**src/rtl/tlb_op_ctrl_if.sv**
```systemverilog
// Signal bundle between the TLB op sequencer, the CP0/memory stages and the tlb array.
// slave = sequencer view, master = surrounding pipeline/array view.
interface tlb_op_ctrl_if #(
  parameter int TLBNUM = 16
);
  localparam int IW = $clog2(TLBNUM);

  logic          req_valid;
  logic [1:0]    req_op;
  logic          req_ready;
  logic          done;

  logic [18:0]   cp0_vpn2;
  logic [7:0]    cp0_asid;
  logic          cp0_g;
  logic [19:0]   cp0_pfn0;
  logic [2:0]    cp0_c0;
  logic          cp0_d0;
  logic          cp0_v0;
  logic [19:0]   cp0_pfn1;
  logic [2:0]    cp0_c1;
  logic          cp0_d1;
  logic          cp0_v1;
  logic [IW-1:0] cp0_index;
  logic [IW-1:0] cp0_wired;
  logic          wired_we;
  logic [IW-1:0] random;

  logic [18:0]   mem_vpn2;
  logic          mem_odd_page;
  logic [7:0]    mem_asid;
  logic          mem_stall;

  logic [18:0]   s1_vpn2;
  logic          s1_odd_page;
  logic [7:0]    s1_asid;
  logic          s1_found;
  logic [IW-1:0] s1_index;

  logic          we;
  logic [IW-1:0] w_index;
  logic [18:0]   w_vpn2;
  logic [7:0]    w_asid;
  logic          w_g;
  logic [19:0]   w_pfn0;
  logic [2:0]    w_c0;
  logic          w_d0;
  logic          w_v0;
  logic [19:0]   w_pfn1;
  logic [2:0]    w_c1;
  logic          w_d1;
  logic          w_v1;

  logic [IW-1:0] r_index;

  logic          idx_we;
  logic          idx_p;
  logic [IW-1:0] idx_value;
  logic          tlbr_we;

  modport slave (
    input  req_valid, req_op,
    output req_ready, done,
    input  cp0_vpn2, cp0_asid, cp0_g,
    input  cp0_pfn0, cp0_c0, cp0_d0, cp0_v0,
    input  cp0_pfn1, cp0_c1, cp0_d1, cp0_v1,
    input  cp0_index, cp0_wired, wired_we,
    output random,
    input  mem_vpn2, mem_odd_page, mem_asid,
    output mem_stall,
    output s1_vpn2, s1_odd_page, s1_asid,
    input  s1_found, s1_index,
    output we, w_index, w_vpn2, w_asid, w_g,
    output w_pfn0, w_c0, w_d0, w_v0,
    output w_pfn1, w_c1, w_d1, w_v1,
    output r_index,
    output idx_we, idx_p, idx_value, tlbr_we
  );

  modport master (
    output req_valid, req_op,
    input  req_ready, done,
    output cp0_vpn2, cp0_asid, cp0_g,
    output cp0_pfn0, cp0_c0, cp0_d0, cp0_v0,
    output cp0_pfn1, cp0_c1, cp0_d1, cp0_v1,
    output cp0_index, cp0_wired, wired_we,
    input  random,
    output mem_vpn2, mem_odd_page, mem_asid,
    input  mem_stall,
    input  s1_vpn2, s1_odd_page, s1_asid,
    output s1_found, s1_index,
    input  we, w_index, w_vpn2, w_asid, w_g,
    input  w_pfn0, w_c0, w_d0, w_v0,
    input  w_pfn1, w_c1, w_d1, w_v1,
    input  r_index,
    input  idx_we, idx_p, idx_value, tlbr_we
  );
endinterface

```
**src/rtl/tlb_op_ctrl.sv**
```systemverilog
// Sequencer for TLBP/TLBR/TLBWI/TLBWR: 3 cycles accept-to-accept, req_ready only in IDLE.
// Owns CP0 Random and borrows tlb search port 1 from the memory stage during a probe.
module tlb_op_ctrl #(
  parameter int TLBNUM = 16
) (
  input  logic            clk,
  input  logic            reset,
  tlb_op_ctrl_if.slave    bus
);
  localparam int IW = $clog2(TLBNUM);
  localparam logic [IW-1:0] RAND_TOP = IW'(TLBNUM - 1);

  localparam logic [1:0] OP_TLBP  = 2'b00;
  localparam logic [1:0] OP_TLBR  = 2'b01;
  localparam logic [1:0] OP_TLBWI = 2'b10;
  localparam logic [1:0] OP_TLBWR = 2'b11;

  typedef enum logic [2:0] {
    S_IDLE,
    S_PROBE,
    S_READ,
    S_WRITE,
    S_DONE
  } state_e;

  typedef struct packed {
    logic [18:0] vpn2;
    logic [7:0]  asid;
    logic        g;
    logic [19:0] pfn0;
    logic [2:0]  c0;
    logic        d0;
    logic        v0;
    logic [19:0] pfn1;
    logic [2:0]  c1;
    logic        d1;
    logic        v1;
  } entry_t;

  state_e        state_q, state_d;
  logic [1:0]    op_q, op_d;
  entry_t        ent_q, ent_d;
  logic [IW-1:0] idx_q, idx_d;
  logic          found_q, found_d;
  logic [IW-1:0] pidx_q, pidx_d;
  logic [IW-1:0] random_q, random_d;

  logic          req_ready_c;
  logic          done_c;
  logic          we_c;
  logic          idx_we_c;
  logic          tlbr_we_c;
  logic          probe_c;

  always_ff @(posedge clk) begin
    if (reset) begin
      state_q  <= S_IDLE;
      op_q     <= '0;
      ent_q    <= '0;
      idx_q    <= '0;
      found_q  <= 1'b0;
      pidx_q   <= '0;
      random_q <= RAND_TOP;
    end else begin
      state_q  <= state_d;
      op_q     <= op_d;
      ent_q    <= ent_d;
      idx_q    <= idx_d;
      found_q  <= found_d;
      pidx_q   <= pidx_d;
      random_q <= random_d;
    end
  end

  always_comb begin
    state_d     = state_q;
    op_d        = op_q;
    ent_d       = ent_q;
    idx_d       = idx_q;
    found_d     = found_q;
    pidx_d      = pidx_q;
    req_ready_c = 1'b0;
    done_c      = 1'b0;
    we_c        = 1'b0;
    idx_we_c    = 1'b0;
    tlbr_we_c   = 1'b0;
    probe_c     = 1'b0;

    case (state_q)
      S_IDLE: begin
        req_ready_c = 1'b1;
        if (bus.req_valid) begin
          op_d       = bus.req_op;
          ent_d.vpn2 = bus.cp0_vpn2;
          ent_d.asid = bus.cp0_asid;
          ent_d.g    = bus.cp0_g;
          ent_d.pfn0 = bus.cp0_pfn0;
          ent_d.c0   = bus.cp0_c0;
          ent_d.d0   = bus.cp0_d0;
          ent_d.v0   = bus.cp0_v0;
          ent_d.pfn1 = bus.cp0_pfn1;
          ent_d.c1   = bus.cp0_c1;
          ent_d.d1   = bus.cp0_d1;
          ent_d.v1   = bus.cp0_v1;
          // TLBWR targets the Random value seen at accept, not the one during WRITE
          idx_d      = (bus.req_op == OP_TLBWR) ? random_q : bus.cp0_index;
          case (bus.req_op)
            OP_TLBP:  state_d = S_PROBE;
            OP_TLBR:  state_d = S_READ;
            default:  state_d = S_WRITE;
          endcase
        end
      end
      S_PROBE: begin
        probe_c = 1'b1;
        found_d = bus.s1_found;
        pidx_d  = bus.s1_index;
        state_d = S_DONE;
      end
      S_READ: begin
        state_d = S_DONE;
      end
      S_WRITE: begin
        we_c    = 1'b1;
        state_d = S_DONE;
      end
      S_DONE: begin
        done_c    = 1'b1;
        idx_we_c  = (op_q == OP_TLBP);
        tlbr_we_c = (op_q == OP_TLBR);
        state_d   = S_IDLE;
      end
      default: begin
        state_d = S_IDLE;
      end
    endcase
  end

  always_comb begin
    random_d = random_q - 1'b1;
    if (bus.wired_we || (random_q <= bus.cp0_wired) || (random_q == '0)) begin
      random_d = RAND_TOP;
    end
  end

  // Reset must abort side effects in the same cycle it is raised, not one cycle later.
  assign bus.req_ready = req_ready_c;
  assign bus.done      = done_c    && !reset;
  assign bus.we        = we_c      && !reset;
  assign bus.idx_we    = idx_we_c  && !reset;
  assign bus.tlbr_we   = tlbr_we_c && !reset;
  assign bus.mem_stall = probe_c   && !reset;

  assign bus.s1_vpn2     = bus.mem_stall ? ent_q.vpn2 : bus.mem_vpn2;
  assign bus.s1_asid     = bus.mem_stall ? ent_q.asid : bus.mem_asid;
  assign bus.s1_odd_page = bus.mem_stall ? 1'b0       : bus.mem_odd_page;

  assign bus.w_index = idx_q;
  assign bus.w_vpn2  = ent_q.vpn2;
  assign bus.w_asid  = ent_q.asid;
  assign bus.w_g     = ent_q.g;
  assign bus.w_pfn0  = ent_q.pfn0;
  assign bus.w_c0    = ent_q.c0;
  assign bus.w_d0    = ent_q.d0;
  assign bus.w_v0    = ent_q.v0;
  assign bus.w_pfn1  = ent_q.pfn1;
  assign bus.w_c1    = ent_q.c1;
  assign bus.w_d1    = ent_q.d1;
  assign bus.w_v1    = ent_q.v1;

  // Held through DONE so the array read data is stable when CP0 loads it.
  assign bus.r_index = idx_q;

  assign bus.idx_p     = !found_q;
  assign bus.idx_value = found_q ? pidx_q : '0;
  assign bus.random    = random_q;

endmodule

```
**src/flat_wrapper.sv**
```systemverilog
// flat-port wrapper written by rule: the top's interface ports become plain ports
module tlb_op_ctrl_flat 
#(
  parameter int TLBNUM = 16
)
  (clk, reset, bus_req_valid, bus_req_op, bus_req_ready, bus_done, bus_cp0_vpn2, bus_cp0_asid, bus_cp0_g, bus_cp0_pfn0, bus_cp0_c0, bus_cp0_d0, bus_cp0_v0, bus_cp0_pfn1, bus_cp0_c1, bus_cp0_d1, bus_cp0_v1, bus_cp0_index, bus_cp0_wired, bus_wired_we, bus_random, bus_mem_vpn2, bus_mem_odd_page, bus_mem_asid, bus_mem_stall, bus_s1_vpn2, bus_s1_odd_page, bus_s1_asid, bus_s1_found, bus_s1_index, bus_we, bus_w_index, bus_w_vpn2, bus_w_asid, bus_w_g, bus_w_pfn0, bus_w_c0, bus_w_d0, bus_w_v0, bus_w_pfn1, bus_w_c1, bus_w_d1, bus_w_v1, bus_r_index, bus_idx_we, bus_idx_p, bus_idx_value, bus_tlbr_we);
  tlb_op_ctrl_if #(.TLBNUM(TLBNUM)) bus_i ();
  input  logic clk;
  input  logic reset;
  input wire logic [$bits(bus_i.req_valid)-1:0] bus_req_valid;
  input wire logic [$bits(bus_i.req_op)-1:0] bus_req_op;
  output wire logic [$bits(bus_i.req_ready)-1:0] bus_req_ready;
  output wire logic [$bits(bus_i.done)-1:0] bus_done;
  input wire logic [$bits(bus_i.cp0_vpn2)-1:0] bus_cp0_vpn2;
  input wire logic [$bits(bus_i.cp0_asid)-1:0] bus_cp0_asid;
  input wire logic [$bits(bus_i.cp0_g)-1:0] bus_cp0_g;
  input wire logic [$bits(bus_i.cp0_pfn0)-1:0] bus_cp0_pfn0;
  input wire logic [$bits(bus_i.cp0_c0)-1:0] bus_cp0_c0;
  input wire logic [$bits(bus_i.cp0_d0)-1:0] bus_cp0_d0;
  input wire logic [$bits(bus_i.cp0_v0)-1:0] bus_cp0_v0;
  input wire logic [$bits(bus_i.cp0_pfn1)-1:0] bus_cp0_pfn1;
  input wire logic [$bits(bus_i.cp0_c1)-1:0] bus_cp0_c1;
  input wire logic [$bits(bus_i.cp0_d1)-1:0] bus_cp0_d1;
  input wire logic [$bits(bus_i.cp0_v1)-1:0] bus_cp0_v1;
  input wire logic [$bits(bus_i.cp0_index)-1:0] bus_cp0_index;
  input wire logic [$bits(bus_i.cp0_wired)-1:0] bus_cp0_wired;
  input wire logic [$bits(bus_i.wired_we)-1:0] bus_wired_we;
  output wire logic [$bits(bus_i.random)-1:0] bus_random;
  input wire logic [$bits(bus_i.mem_vpn2)-1:0] bus_mem_vpn2;
  input wire logic [$bits(bus_i.mem_odd_page)-1:0] bus_mem_odd_page;
  input wire logic [$bits(bus_i.mem_asid)-1:0] bus_mem_asid;
  output wire logic [$bits(bus_i.mem_stall)-1:0] bus_mem_stall;
  output wire logic [$bits(bus_i.s1_vpn2)-1:0] bus_s1_vpn2;
  output wire logic [$bits(bus_i.s1_odd_page)-1:0] bus_s1_odd_page;
  output wire logic [$bits(bus_i.s1_asid)-1:0] bus_s1_asid;
  input wire logic [$bits(bus_i.s1_found)-1:0] bus_s1_found;
  input wire logic [$bits(bus_i.s1_index)-1:0] bus_s1_index;
  output wire logic [$bits(bus_i.we)-1:0] bus_we;
  output wire logic [$bits(bus_i.w_index)-1:0] bus_w_index;
  output wire logic [$bits(bus_i.w_vpn2)-1:0] bus_w_vpn2;
  output wire logic [$bits(bus_i.w_asid)-1:0] bus_w_asid;
  output wire logic [$bits(bus_i.w_g)-1:0] bus_w_g;
  output wire logic [$bits(bus_i.w_pfn0)-1:0] bus_w_pfn0;
  output wire logic [$bits(bus_i.w_c0)-1:0] bus_w_c0;
  output wire logic [$bits(bus_i.w_d0)-1:0] bus_w_d0;
  output wire logic [$bits(bus_i.w_v0)-1:0] bus_w_v0;
  output wire logic [$bits(bus_i.w_pfn1)-1:0] bus_w_pfn1;
  output wire logic [$bits(bus_i.w_c1)-1:0] bus_w_c1;
  output wire logic [$bits(bus_i.w_d1)-1:0] bus_w_d1;
  output wire logic [$bits(bus_i.w_v1)-1:0] bus_w_v1;
  output wire logic [$bits(bus_i.r_index)-1:0] bus_r_index;
  output wire logic [$bits(bus_i.idx_we)-1:0] bus_idx_we;
  output wire logic [$bits(bus_i.idx_p)-1:0] bus_idx_p;
  output wire logic [$bits(bus_i.idx_value)-1:0] bus_idx_value;
  output wire logic [$bits(bus_i.tlbr_we)-1:0] bus_tlbr_we;
  assign bus_i.req_valid = bus_req_valid;
  assign bus_i.req_op = bus_req_op;
  assign bus_req_ready = bus_i.req_ready;
  assign bus_done = bus_i.done;
  assign bus_i.cp0_vpn2 = bus_cp0_vpn2;
  assign bus_i.cp0_asid = bus_cp0_asid;
  assign bus_i.cp0_g = bus_cp0_g;
  assign bus_i.cp0_pfn0 = bus_cp0_pfn0;
  assign bus_i.cp0_c0 = bus_cp0_c0;
  assign bus_i.cp0_d0 = bus_cp0_d0;
  assign bus_i.cp0_v0 = bus_cp0_v0;
  assign bus_i.cp0_pfn1 = bus_cp0_pfn1;
  assign bus_i.cp0_c1 = bus_cp0_c1;
  assign bus_i.cp0_d1 = bus_cp0_d1;
  assign bus_i.cp0_v1 = bus_cp0_v1;
  assign bus_i.cp0_index = bus_cp0_index;
  assign bus_i.cp0_wired = bus_cp0_wired;
  assign bus_i.wired_we = bus_wired_we;
  assign bus_random = bus_i.random;
  assign bus_i.mem_vpn2 = bus_mem_vpn2;
  assign bus_i.mem_odd_page = bus_mem_odd_page;
  assign bus_i.mem_asid = bus_mem_asid;
  assign bus_mem_stall = bus_i.mem_stall;
  assign bus_s1_vpn2 = bus_i.s1_vpn2;
  assign bus_s1_odd_page = bus_i.s1_odd_page;
  assign bus_s1_asid = bus_i.s1_asid;
  assign bus_i.s1_found = bus_s1_found;
  assign bus_i.s1_index = bus_s1_index;
  assign bus_we = bus_i.we;
  assign bus_w_index = bus_i.w_index;
  assign bus_w_vpn2 = bus_i.w_vpn2;
  assign bus_w_asid = bus_i.w_asid;
  assign bus_w_g = bus_i.w_g;
  assign bus_w_pfn0 = bus_i.w_pfn0;
  assign bus_w_c0 = bus_i.w_c0;
  assign bus_w_d0 = bus_i.w_d0;
  assign bus_w_v0 = bus_i.w_v0;
  assign bus_w_pfn1 = bus_i.w_pfn1;
  assign bus_w_c1 = bus_i.w_c1;
  assign bus_w_d1 = bus_i.w_d1;
  assign bus_w_v1 = bus_i.w_v1;
  assign bus_r_index = bus_i.r_index;
  assign bus_idx_we = bus_i.idx_we;
  assign bus_idx_p = bus_i.idx_p;
  assign bus_idx_value = bus_i.idx_value;
  assign bus_tlbr_we = bus_i.tlbr_we;
  tlb_op_ctrl #(.TLBNUM(TLBNUM)) u_core (.clk(clk), .reset(reset), .bus(bus_i));
endmodule
```
**config.mk**
```make
export PLATFORM = sky130hd
export DESIGN_NAME = tlb_op_ctrl_flat
export DESIGN_NICKNAME = d
export VERILOG_FILES = /design/src/rtl/tlb_op_ctrl_if.sv /design/src/rtl/tlb_op_ctrl.sv /design/src/flat_wrapper.sv
export SDC_FILE = /design/constraint.sdc
export NUM_CORES = 1
export LEC_CHECK = 0
export BUFFER_PORTS_ARGS = -buffer_cell sky130_fd_sc_hd__buf_2
export CAP_MARGIN = 20
export CELL_PAD_IN_SITES_DETAIL_PLACEMENT = 0
export CELL_PAD_IN_SITES_GLOBAL_PLACEMENT = 1
export CORE_MARGIN = 2
export CORE_UTILIZATION = 29
export DETAILED_ROUTE_END_ITERATION = 10
export GPL_TIMING_DRIVEN = 1
export PLACE_DENSITY_LB_ADDON = 0.1
export SETUP_SLACK_MARGIN = 0.05
export SYNTH_ARGS = -nofsm -noshare
export SYNTH_HDL_FRONTEND = slang
export SYNTH_SLANG_ARGS = --single-unit
```
**constraint.sdc**
```tcl
create_clock -name clk -period 1.9 [get_ports clk]
set_input_delay 0 -clock clk [delete_from_list [all_inputs] [get_ports clk]]
set_output_delay 0 -clock clk [all_outputs]
set_load 0.03 [all_outputs]
```
==> summary.md, run 1 <==
| Metric | Value |
|---|---|
| Gate power share | 25.3% |
| Synth warn | 0 |
| Most common cell after layout, fill and taps aside | buf_2 |
| Critical Path Max Stage Delay | 370 ps |
| Cells after Synth | 475 |
| Fmax | 529 MHz |
| Crit path max fanout | 7 |
| CP Capture Type | output pin |
| Number of H-tree levels | 3 |
| DRC violations left | 0 |
| P_leak | 3.22 nW |
| Final wirelength | 13,400 µm |
| Syn Std Cell Area | 0.00389 mm² |
| Sink Count | 96 |
| Die X | 120 µm |
| Int Pwr | 0.00378 W |
| Setup crit start kind | flip-flop |
| Clk root buf | clkbuf_16 |
| # IOs | 254 |
| Drt wl/cell | 13.5 µm |
| # rows | 42 |
| DR vias | 4,386 |
| Finish-stage setup viols | 0 |
| Pin count of the biggest net entering global routing | 58 |
| CP delay by family, top | buffers and inverters |
| Final hold violations | 0 |
| Final worst slack | 8.95 ps |
| Global-route wire length before repair | 20,500 µm |
| Sw Ratio | 31.0% |
| Initial antenna violation count | 0 |
| Worst-path clk slew | 60 ps |
| Worst min-delay path class | input pin to flip-flop |
| Nets | 938 |
| Status | finished clean |
| Clock Latency Late Sink | 350 ps |
| Fin crit period | 1890 ps |
| Post-synth top area share | 49.3% |
| CP max stage cell | dfxtp_4 |
| GRT Residual Overflow | 0 |
| Final hold slack | 95.0 ps |
| Die area | 0.0144 mm² |
| Peak VDD IR | 0.367 mV |
| RD Place Congestion | 0.814 |
| Core Util, Final | 51.2% |
| Longest Clk Path Bufs | 2 |
| Sequential share of the synthesized area | 49.3% |
| Dpl ws | 316 ps |
| Crit path DAT | 1890 ps |
| Most frequent cells in the layout | buf_2 (240), nand2_1 (170), dfxtp_1 (93), dlygate4sd3_1 (91), a21oi_1 (83) |
| Fin. max-slew vios | 0 |
| Crit-path cells | nor4b_4 -> buf_4 -> clkbuf_16 -> mux2_4 -> buf_6 |
| Drt pass-1 iters | 4 |
| NetSw | 0.00169 W |
| Area Overhead vs Synth | 73.5% |
| Synthesis-stage register bit count | 96 |
| Initial DRC Count | 153 |
| GR Util All Layers | 17.9% |
| Diodes inserted | 0 |
| Syn Nets | 605 |
| Sequential share of power | 41.1% |
| Total CTS buffers | 9 |
| MaxCap Viol Count | 0 |
| Final HPWL DP | 8650 µm |
| Power per cell area | 809 mW/mm² |
| Port bufs | 253 |
| Layout cell share with drive strength beyond 1 | 39.2% |
| Syn avg cell area | 8.20 µm² |
| Yosys top cell by area | dfxtp_1 |
| Unrepaired setup endpoints after global routing | yes |
| Initial Util | 29.5% |
| Worst slew margin | 60.9% |
| Core area | 0.0132 mm² |
| WP buf/inv | 3 |
| Vias in the first global route | 4,327 |
| Post-synth cell types | 29 |
| Worst Tran Pin Value | 586 ps |
| Clock power frac | 33.6% |
| Final Non-Filler Cells | 989 |
| DR vias/cell | 4.43 |
| Die H | 120 µm |
| CTS tree | built |
| Tcrit/Tclk final | 99.5% |
| Leading post-synthesis cells by cell area | dfxtp_1 (49%), nand2_1 (16%), a21oi_1 (11%) |
| Post-route ant nets | 0 |
| Post-Route Skew | 7.81 ps |
| Placed insts | 876 |
| Req. time, crit path | 1900 ps |
| Classification of the worst setup path | flip-flop to output pin |
## final cells by class
type / count / area (µm²)
clock buffer: 11 / 243
inverter: 6 / 22.5
timing repair buffer: 359 / 2450
fill: 1251 / 6430
clock inverter: 5 / 56.3
sequential: 96 / 1930
tap: 176 / 220
multi-input combinational: 336 / 1830
## flip-flops by register name, summed over array words and instances (netlist names), 4 cells and up
name and flops:
u_core.bus.random 4, u_core.bus.w_pfn1 20, u_core.pidx_q 4, u_core.bus.w_asid 8, u_core.bus.r_index 4, u_core.bus.w_pfn0 20, u_core.bus.w_vpn2 19
## power groups by stage
stage	clock network, W	logic, W	registers [W]
2_1_floorplan	0	0.000530	0.00254
3_3_place_gp	0	0.00117	0.00229
3_5_place_dp	0	0.00118	0.00229
4_1_cts	0.00192	0.00133	0.00225
5_1_grt	0.00198	0.00150	0.00227
6_report	0.00184	0.00138	0.00225
## kinds of logic (layout without fill, tap and decap cells)
logic type      after synthesis  count (layout)  share of synthesized area (%)
xor+xnor                      2               2                          0.450
buf+inv                      43             381                           5.56
mux                          31              31                           8.83
simple gates                209             209                           22.3
fa+ha+maj                     5               5                           1.61
compound gates               89              89                           11.9
flops                        96              96                           49.3
## tightest hold or removal path, stage by stage
cell,delay [ps]
buf_2,90
and2_4,200
a311oi_1,90
## stage by stage
step / area, µm² / setup TNS (ps) / power [W]
after global routing: 6760 / -260 / 0.00575
after floorplan: 3910 / 0 / 0.00307
final: 6760 / 0 / 0.00547
after detailed placement: 5310 / 0 / 0.00347
after global placement: 5310 / 0 / 0.00345
after CTS: 6530 / 0 / 0.00549
## per-layer routing
metal / track usage [%] / up-vias / wire, µm
met5: 0 / - / 0
met4: 8.01 / 0 / 262
met3: 3.94 / 14 / 705
met2: 32.1 / 135 / 6890
met1: 20.3 / 2015 / 5500
li1: - / 2222 / -
## Yosys cell counts, drive strengths merged
cell and count:
a211oi 1, a21oi 83, a311oi 4, and2 5
and3b 1, buf 19, clkbuf 18, dfxtp 96
ha 5, inv 6, mux2 27, mux2i 4
nand2 171, nand3 4, nand4 1, nor2 13
nor2b 3, nor3 5, nor3b 3, nor4b 2
nor4bb 1, o211ai 1, xnor2 2
## worst paths after layout
check | start | end | slack [ps] | cells after the start
worst min-delay path | bus_req_valid | u_core.bus.r_index[1]$_SDFFE_PP0P_ | 90 | 3
worst max register to register | u_core.state_q[2]$_SDFFE_PP0P_ | u_core.bus.r_index[3]$_SDFFE_PP0P_ | 170 | 5
worst max-delay path | u_core.state_q[1]$_SDFFE_PP0P_ | bus_s1_vpn2[18] | 9 | 5
worst min register to register | u_core.bus.random[0]$_SDFF_PP1_ | u_core.bus.random[0]$_SDFF_PP1_ | 420 | 1
## repair_timing
item	in CTS	in global routing
gates cloned	0	3
buffers inserted	0	2
endpoints found under the setup margin	27	29
pin swaps	0	2
hold endpoints to repair	95	0
hold buffers	92	0
resized for setup	0	59
Note: power is estimated with default switching activity, not from simulation.
==> run 2, diff against run 1 <==
CTS_CLUSTER_SIZE = 28   (was not set)
PLACE_DENSITY_LB_ADDON = 0.2   (was 0.1)
==> run 2 against run 1 <==
- clock skew shrank 4.0 ps
- non-clock buffer count shrank 2
- sequential cell count is the same
- first-iteration DRC count shrank 13%
- routed wire length shrank 2.4%
- via count shrank 0.30%
- fmax grew 3.6%
- design area shrank 0.94%
- critical endpoint is now bus_s1_vpn2[4]
==> summary.md, run 2 (same netlist as run 1, synthesis figures left out) <==
| Metric | Value |
|---|---|
| Peak VDD IR | 0.452 mV (was 0.367 mV) |
| Post-route ant nets | 0 (unchanged) |
| Pin count of the biggest net entering global routing | 51 (was 58) |
| Setup_tns | 0 ps (unchanged) |
| Initial antenna violation count | 0 (unchanged) |
| DR vias | 4,373 (was 4,386) |
| MaxCap Viol Count | 0 (unchanged) |
| Crit path max fanout | 7 (unchanged) |
| Classification of the worst setup path | flip-flop to output pin (unchanged) |
| CP Capture Type | output pin (unchanged) |
| Drt pass-1 iters | 5 (was 4) |
| Die area | 0.0144 mm² (unchanged) |
| Port bufs | 253 (unchanged) |
| Number of H-tree levels | 3 (unchanged) |
| # IOs | 254 (unchanged) |
| Clock Latency Late Sink | 340 ps (was 350 ps) |
| Final HPWL DP | 8780 µm (was 8650 µm) |
| Fmax | 548 MHz (was 529 MHz) |
| GR Util All Layers | 17.2% (was 17.9%) |
| Most common cell after layout, fill and taps aside | buf_2 (unchanged) |
| DRC violations left | 0 (unchanged) |
| Initial Util | 29.5% (unchanged) |
| Crit path DAT | 1830 ps (was 1890 ps) |
| Power per cell area | 825 mW/mm² (was 809 mW/mm²) |
| # rows | 42 (unchanged) |
| Vias in the first global route | 4,192 (was 4,327) |
| Most frequent cells in the layout | buf_2 (238), nand2_1 (170), dfxtp_1 (93), dlygate4sd3_1 (90), a21oi_1 (83) (was buf_2 (240), nand2_1 (170), dfxtp_1 (93), dlygate4sd3_1 (91), a21oi_1 (83)) |
| Global-route wire length before repair | 19,800 µm (was 20,500 µm) |
| Unrepaired setup endpoints after global routing | no (was yes) |
| Fin. max-slew vios | 0 (unchanged) |
| Total CTS buffers | 9 (unchanged) |
| Nets | 936 (was 938) |
| Drt wl/cell | 13.2 µm (was 13.5 µm) |
| Post-Route Skew | 3.82 ps (was 7.81 ps) |
| Area Overhead vs Synth | 71.9% (was 73.5%) |
| Worst Tran Pin Value | 570 ps (was 586 ps) |
| Finish-stage setup viols | 0 (unchanged) |
| Initial DRC Count | 133 (was 153) |
| Core area | 0.0132 mm² (unchanged) |
| RD Place Congestion | 0.709 (was 0.814) |
| Pwr Total | 0.00552 W (was 0.00547 W) |
| P_leak | 3.16 nW (was 3.22 nW) |
| Fill count | 1,261 (was 1,251) |
| Die H | 120 µm (unchanged) |
| Tcrit/Tclk final | 96.1% (was 99.5%) |
| Final hold violations | 0 (unchanged) |
| Clk root buf | clkbuf_16 (unchanged) |
| Req. time, crit path | 1900 ps (about the same) |
| CTS tree | built (unchanged) |
| Setup crit start kind | flip-flop (unchanged) |
| Worst-path clk slew | 60 ps (about the same) |
| Diodes inserted | 0 (unchanged) |
| DR vias/cell | 4.43 (about the same) |
| Worst slew margin | 61.8% (was 60.9%) |
| Longest Clk Path Bufs | 2 (unchanged) |
| Sink Count | 96 (unchanged) |
| Final wirelength | 13,000 µm (was 13,400 µm) |
| Die X | 120 µm (unchanged) |
| Layout cell share with drive strength beyond 1 | 39.3% (was 39.2%) |
| GRT Residual Overflow | 0 (unchanged) |
| Worst min-delay path class | input pin to flip-flop (unchanged) |
| Fin crit period | 1830 ps (was 1890 ps) |
| Status | finished clean (unchanged) |
-- run 2: changes by cell type in the layout (fill, tap and decap cells not counted), sizes merged --
cell / previous run / this run
clkbuf: 13 / 17
clkinv: 3 / 1
buf: 265 / 264
clkinvlp: 1 / 0
dlygate4sd3: 91 / 90
dlymetal6s4s: 1 / 0
-- run 2: metal layers --
| metal | global-route usage (%) | share of wire (%) |
|---|---|---|
| met2 | 30.2 | 50 |
| met4 | 7.28 | 2.1 |
| met1 | 20.1 | 42 |
| met5 | 0 | 0 |
| met3 | 3.94 | 5.9 |
-- run 2: per-stage QoR --
stage	worst slack (ps)	cells	cell area [µm²]	utilization [%]	hold WS [ps]
floorplan	227	475	3910	-	75.0
finish	74.6	987	6690	50.7	52.1
CTS	9.02	982	6540	49.6	48.7
global placement	422	876	5320	40.3	237
detailed placement	371	876	5320	40.3	245
global route	33.8	987	6690	50.7	60.8
-- run 2: layout make-up --
| class | instances | area (µm²) | area share [%] |
|---|---|---|---|
| clock inverters | 2 | 35.0 | 0.523 |
| multi-input cells | 336 | 1780 | 26.6 |
| clock buffers | 14 | 284 | 4.24 |
| flip-flops and latches | 96 | 1930 | 28.8 |
| repair buffers | 357 | 2420 | 36.2 |
| well taps | 176 | 220 | 3.29 |
| inverters | 6 | 22.5 | 0.336 |
-- run 2: report_power, final --
part	internal, W	switching, W
logic	0.000549	0.000812
clock network	0.00116	0.000754
registers	0.00216	0.0000904
total	0.00387	0.00166
-- run 2: repair_timing --
action / CTS / global route
cloned: 0 / 3
hold buffers: 90 / 0
setup buffers: 0 / 2
pin swaps: 1 / 1
hold endpoints to repair: 93 / 0
endpoints found under the setup margin: 25 / 29
resized for setup: 0 / 41
-- run 2: final timing paths --
path	start	end	slack (ps)	cells past startpoint
worst max-delay path	u_core.state_q[2]$_SDFFE_PP0P_	bus_s1_vpn2[4]	70	5
worst max register to register	u_core.state_q[2]$_SDFFE_PP0P_	u_core.bus.w_pfn1[19]$_SDFFE_PP0P_	310	6
worst min register to register	u_core.bus.random[0]$_SDFF_PP1_	u_core.bus.random[0]$_SDFF_PP1_	430	1
worst min-delay path	reset	u_core.pidx_q[1]$_SDFFE_PP0N_	50	2
-- run 2: worst max-delay path: stages, from the launching register on --
cell,delay [ps]
dfxtp_4,360
nor4b_4,260
buf_6,180
clkbuf_16,160
mux2_2,330
buf_4,170
==> run 3, diff against run 2 <==
==> constraint.sdc (replaced) <==
create_clock -name clk -period 1.9 [get_ports clk]
set_input_delay 0.38 -clock clk [delete_from_list [all_inputs] [get_ports clk]]
set_output_delay 0.38 -clock clk [all_outputs]
set_load 0.03 [all_outputs]
==> run 3 against run 2 <==
- the run now ends with setup timing left
- clock skew up 5.3 ps
- critical path depth unchanged
- sequential share of layout area is 1.9 points higher
==> summary.md, run 3 (same netlist as run 1, synthesis figures left out) <==
| Metric | Value |
|---|---|
| GRT Residual Overflow | 0 (unchanged) |
| Most frequent cells in the layout | buf_2 (220), nand2_1 (156), dfxtp_1 (93), a21oi_1 (69), buf_6 (36) (was buf_2 (238), nand2_1 (170), dfxtp_1 (93), dlygate4sd3_1 (90), a21oi_1 (83)) |
| Global-route wire length before repair | 19,800 µm (about the same) |
| Initial DRC Count | 103 (was 133) |
| Crit path max fanout | 6 (was 7) |
| Setup_tns | -6470 ps (was 0 ps) |
| GR Util All Layers | 17.6% (was 17.2%) |
| Longest Clk Path Bufs | 2 (unchanged) |
| Multi-input gate area | 0.00202 mm² (was 0.00178 mm²) |
| Worst slew margin | 64.8% (was 61.8%) |
| Final hold violations | 0 (unchanged) |
| Post-Route Skew | 9.08 ps (was 3.82 ps) |
| Crit path DAT | 1780 ps (was 1830 ps) |
| Drt pass-1 iters | 4 (was 5) |
| Initial antenna violation count | 2 (was 0) |
| Worst Tran Pin Value | 526 ps (was 570 ps) |
| Final worst slack | -256 ps (was 74.6 ps) |
| DR WL met3 | 706 µm (was 770 µm) |
| Drt wl/cell | 14.3 µm (was 13.2 µm) |
| Die area | 0.0144 mm² (unchanged) |
| FF-to-FF setup slack | 90 ps (was 310 ps) |
| Total CTS buffers | 9 (unchanged) |
| Worst min-delay path class | input pin to flip-flop (unchanged) |
| Reg area | 0.00193 mm² (about the same) |
| Die H | 120 µm (unchanged) |
| Req. time, crit path | 1520 ps (was 1900 ps) |
| Fin. max-slew vios | 0 (unchanged) |
| Nets | 861 (was 936) |
| Initial Util | 29.5% (unchanged) |
| Layout cell share with drive strength beyond 1 | 49.2% (was 39.3%) |
| Dpl ws | -87.5 ps (was 371 ps) |
| Finish-stage setup viols | 32 (was 0) |
| Status | complete, but fails checks (was finished clean) |
| Die X | 120 µm (unchanged) |
| # IOs | 254 (unchanged) |
| DRC violations left | 0 (unchanged) |
| Diodes inserted | 0 (unchanged) |
| Final wirelength | 13,100 µm (was 13,000 µm) |
| Worst-path clk slew | 70 ps (was 60 ps) |
| Post-route ant nets | 0 (unchanged) |
| Peak VDD IR | 0.368 mV (was 0.452 mV) |
| Most common cell after layout, fill and taps aside | buf_2 (unchanged) |
| P_leak | 3.04 nW (was 3.16 nW) |
| # rows | 42 (unchanged) |
| Wl on met1 | 5230 µm (was 5520 µm) |
| Setup crit start kind | flip-flop (unchanged) |
| Power per cell area | 870 mW/mm² (was 825 mW/mm²) |
| Fmax | 464 MHz (was 548 MHz) |
| Port bufs | 253 (unchanged) |
| Clk root buf | clkbuf_16 (unchanged) |
| Failing checks | setup timing |
| Pwr Total | 0.00546 W (was 0.00552 W) |
| DR vias/cell | 4.51 (was 4.43) |
| DR vias | 4,113 (was 4,373) |
| Vias in the first global route | 4,002 (was 4,192) |
| Unrepaired setup endpoints after global routing | yes (was no) |
| Max Used Layer | met5 (was met4) |
| Fin crit period | 2160 ps (was 1830 ps) |
| Classification of the worst setup path | flip-flop to output pin (unchanged) |
| Number of H-tree levels | 3 (unchanged) |
| MaxCap Viol Count | 0 (unchanged) |
| CTS tree | built (unchanged) |
| CP max stage cell | dfxtp_2 (was dfxtp_4) |
| Fill count | 1,365 (was 1,261) |
| Final HPWL DP | 9010 µm (was 8780 µm) |
| Core area | 0.0132 mm² (unchanged) |
| Met2 wire length | 6790 µm (was 6480 µm) |
| Sink Count | 96 (unchanged) |
| Tcrit/Tclk final | 113% (was 96.1%) |
| Area Overhead vs Synth | 61.2% (was 71.9%) |
| RD Place Congestion | 0.719 (was 0.709) |
| Crit-path cells | nor4b_4 -> buf_4 -> clkbuf_16 -> mux2_4 -> buf_6 (was nor4b_4 -> buf_6 -> clkbuf_16 -> mux2_2 -> buf_4) |
| Clock Latency Late Sink | 350 ps (was 340 ps) |
| CP Capture Type | output pin (unchanged) |
| Pin count of the biggest net entering global routing | 49 (was 51) |
| Critical Path Max Stage Delay | 330 ps (was 360 ps) |
run 3: changes by cell type in the layout (fill, tap and decap cells not counted), moves of 18 or more:
| cell | delta |
|---|---|
| buf_6 | +25 |
| dlygate4sd3_1 | -90 |
| mux2_4 | +27 |
| buf_2 | -18 |
| mux2_2 | -27 |
run 3: area by class of cell:
| cell class | count | area share [%] |
|---|---|---|
| well taps | 176 | 3.51 |
| inverters | 6 | 0.359 |
| clock inverters | 3 | 0.638 |
| flip-flops and latches | 96 | 30.7 |
| clock buffers | 13 | 4.15 |
| multi-input cells | 337 | 32.2 |
| repair buffers | 281 | 28.5 |
run 3: what timing repair did:
| item | 4_1_cts | 5_1_grt |
|---|---|---|
| hold buffers | 0 | 0 |
| cloned | 2 | 2 |
| gates resized for setup | 85 | 52 |
| buffers inserted | 6 | 6 |
| endpoints found under the setup margin | 31 | 96 |
| pin swaps | 2 | 4 |
run 3: routing by layer:
layer	global-route usage (%)	vias up
met4	7.72	4
met2	32.1	129
met1	19.3	1893
li1	-	2065
met3	4.13	22
met5	0	-
run 3: final timing paths:
check	from	end	cells past startpoint
hold / removal	bus_cp0_pfn0[18]	u_core.bus.w_pfn0[18]$_SDFFE_PP0P_	3
hold reg to reg	u_core.bus.random[0]$_SDFF_PP1_	u_core.bus.random[0]$_SDFF_PP1_	1
setup / recovery	u_core.state_q[1]$_SDFFE_PP0P_	bus_s1_vpn2[13]	5
setup reg to reg	u_core.state_q[1]$_SDFFE_PP0P_	u_core.bus.w_c1[0]$_SDFFE_PP0P_	8
run 3: critical path: cells and delay by family (launching register included):
| family | cells | cell delay (ps) |
|---|---|---|
| buffers and inverters | 3 | 500 |
| flip-flops | 1 | 330 |
| AND/OR/NAND/NOR | 1 | 300 |
| multiplexers | 1 | 300 |
run 3: stage by stage:
step | utilization [%] | hold slack (ps) | cell area, µm² | instances
floorplan | - | 452 | 3920 | 475
global placement | 40.6 | 415 | 5360 | 882
detailed placement | 40.6 | 425 | 5360 | 882
CTS | 45.7 | 256 | 6030 | 905
global route | 47.6 | 264 | 6280 | 912
finish | 47.6 | 265 | 6280 | 912
run 3: report_power, final:
part	total, W	leakage, nW	switching [W]	internal, W
combinational	0.00138	2.10	0.000842	0.000540
sequential	0.00225	0.789	0.0000890	0.00216
clock	0.00184	0.150	0.000748	0.00109
total	0.00546	3.04	0.00168	0.00379
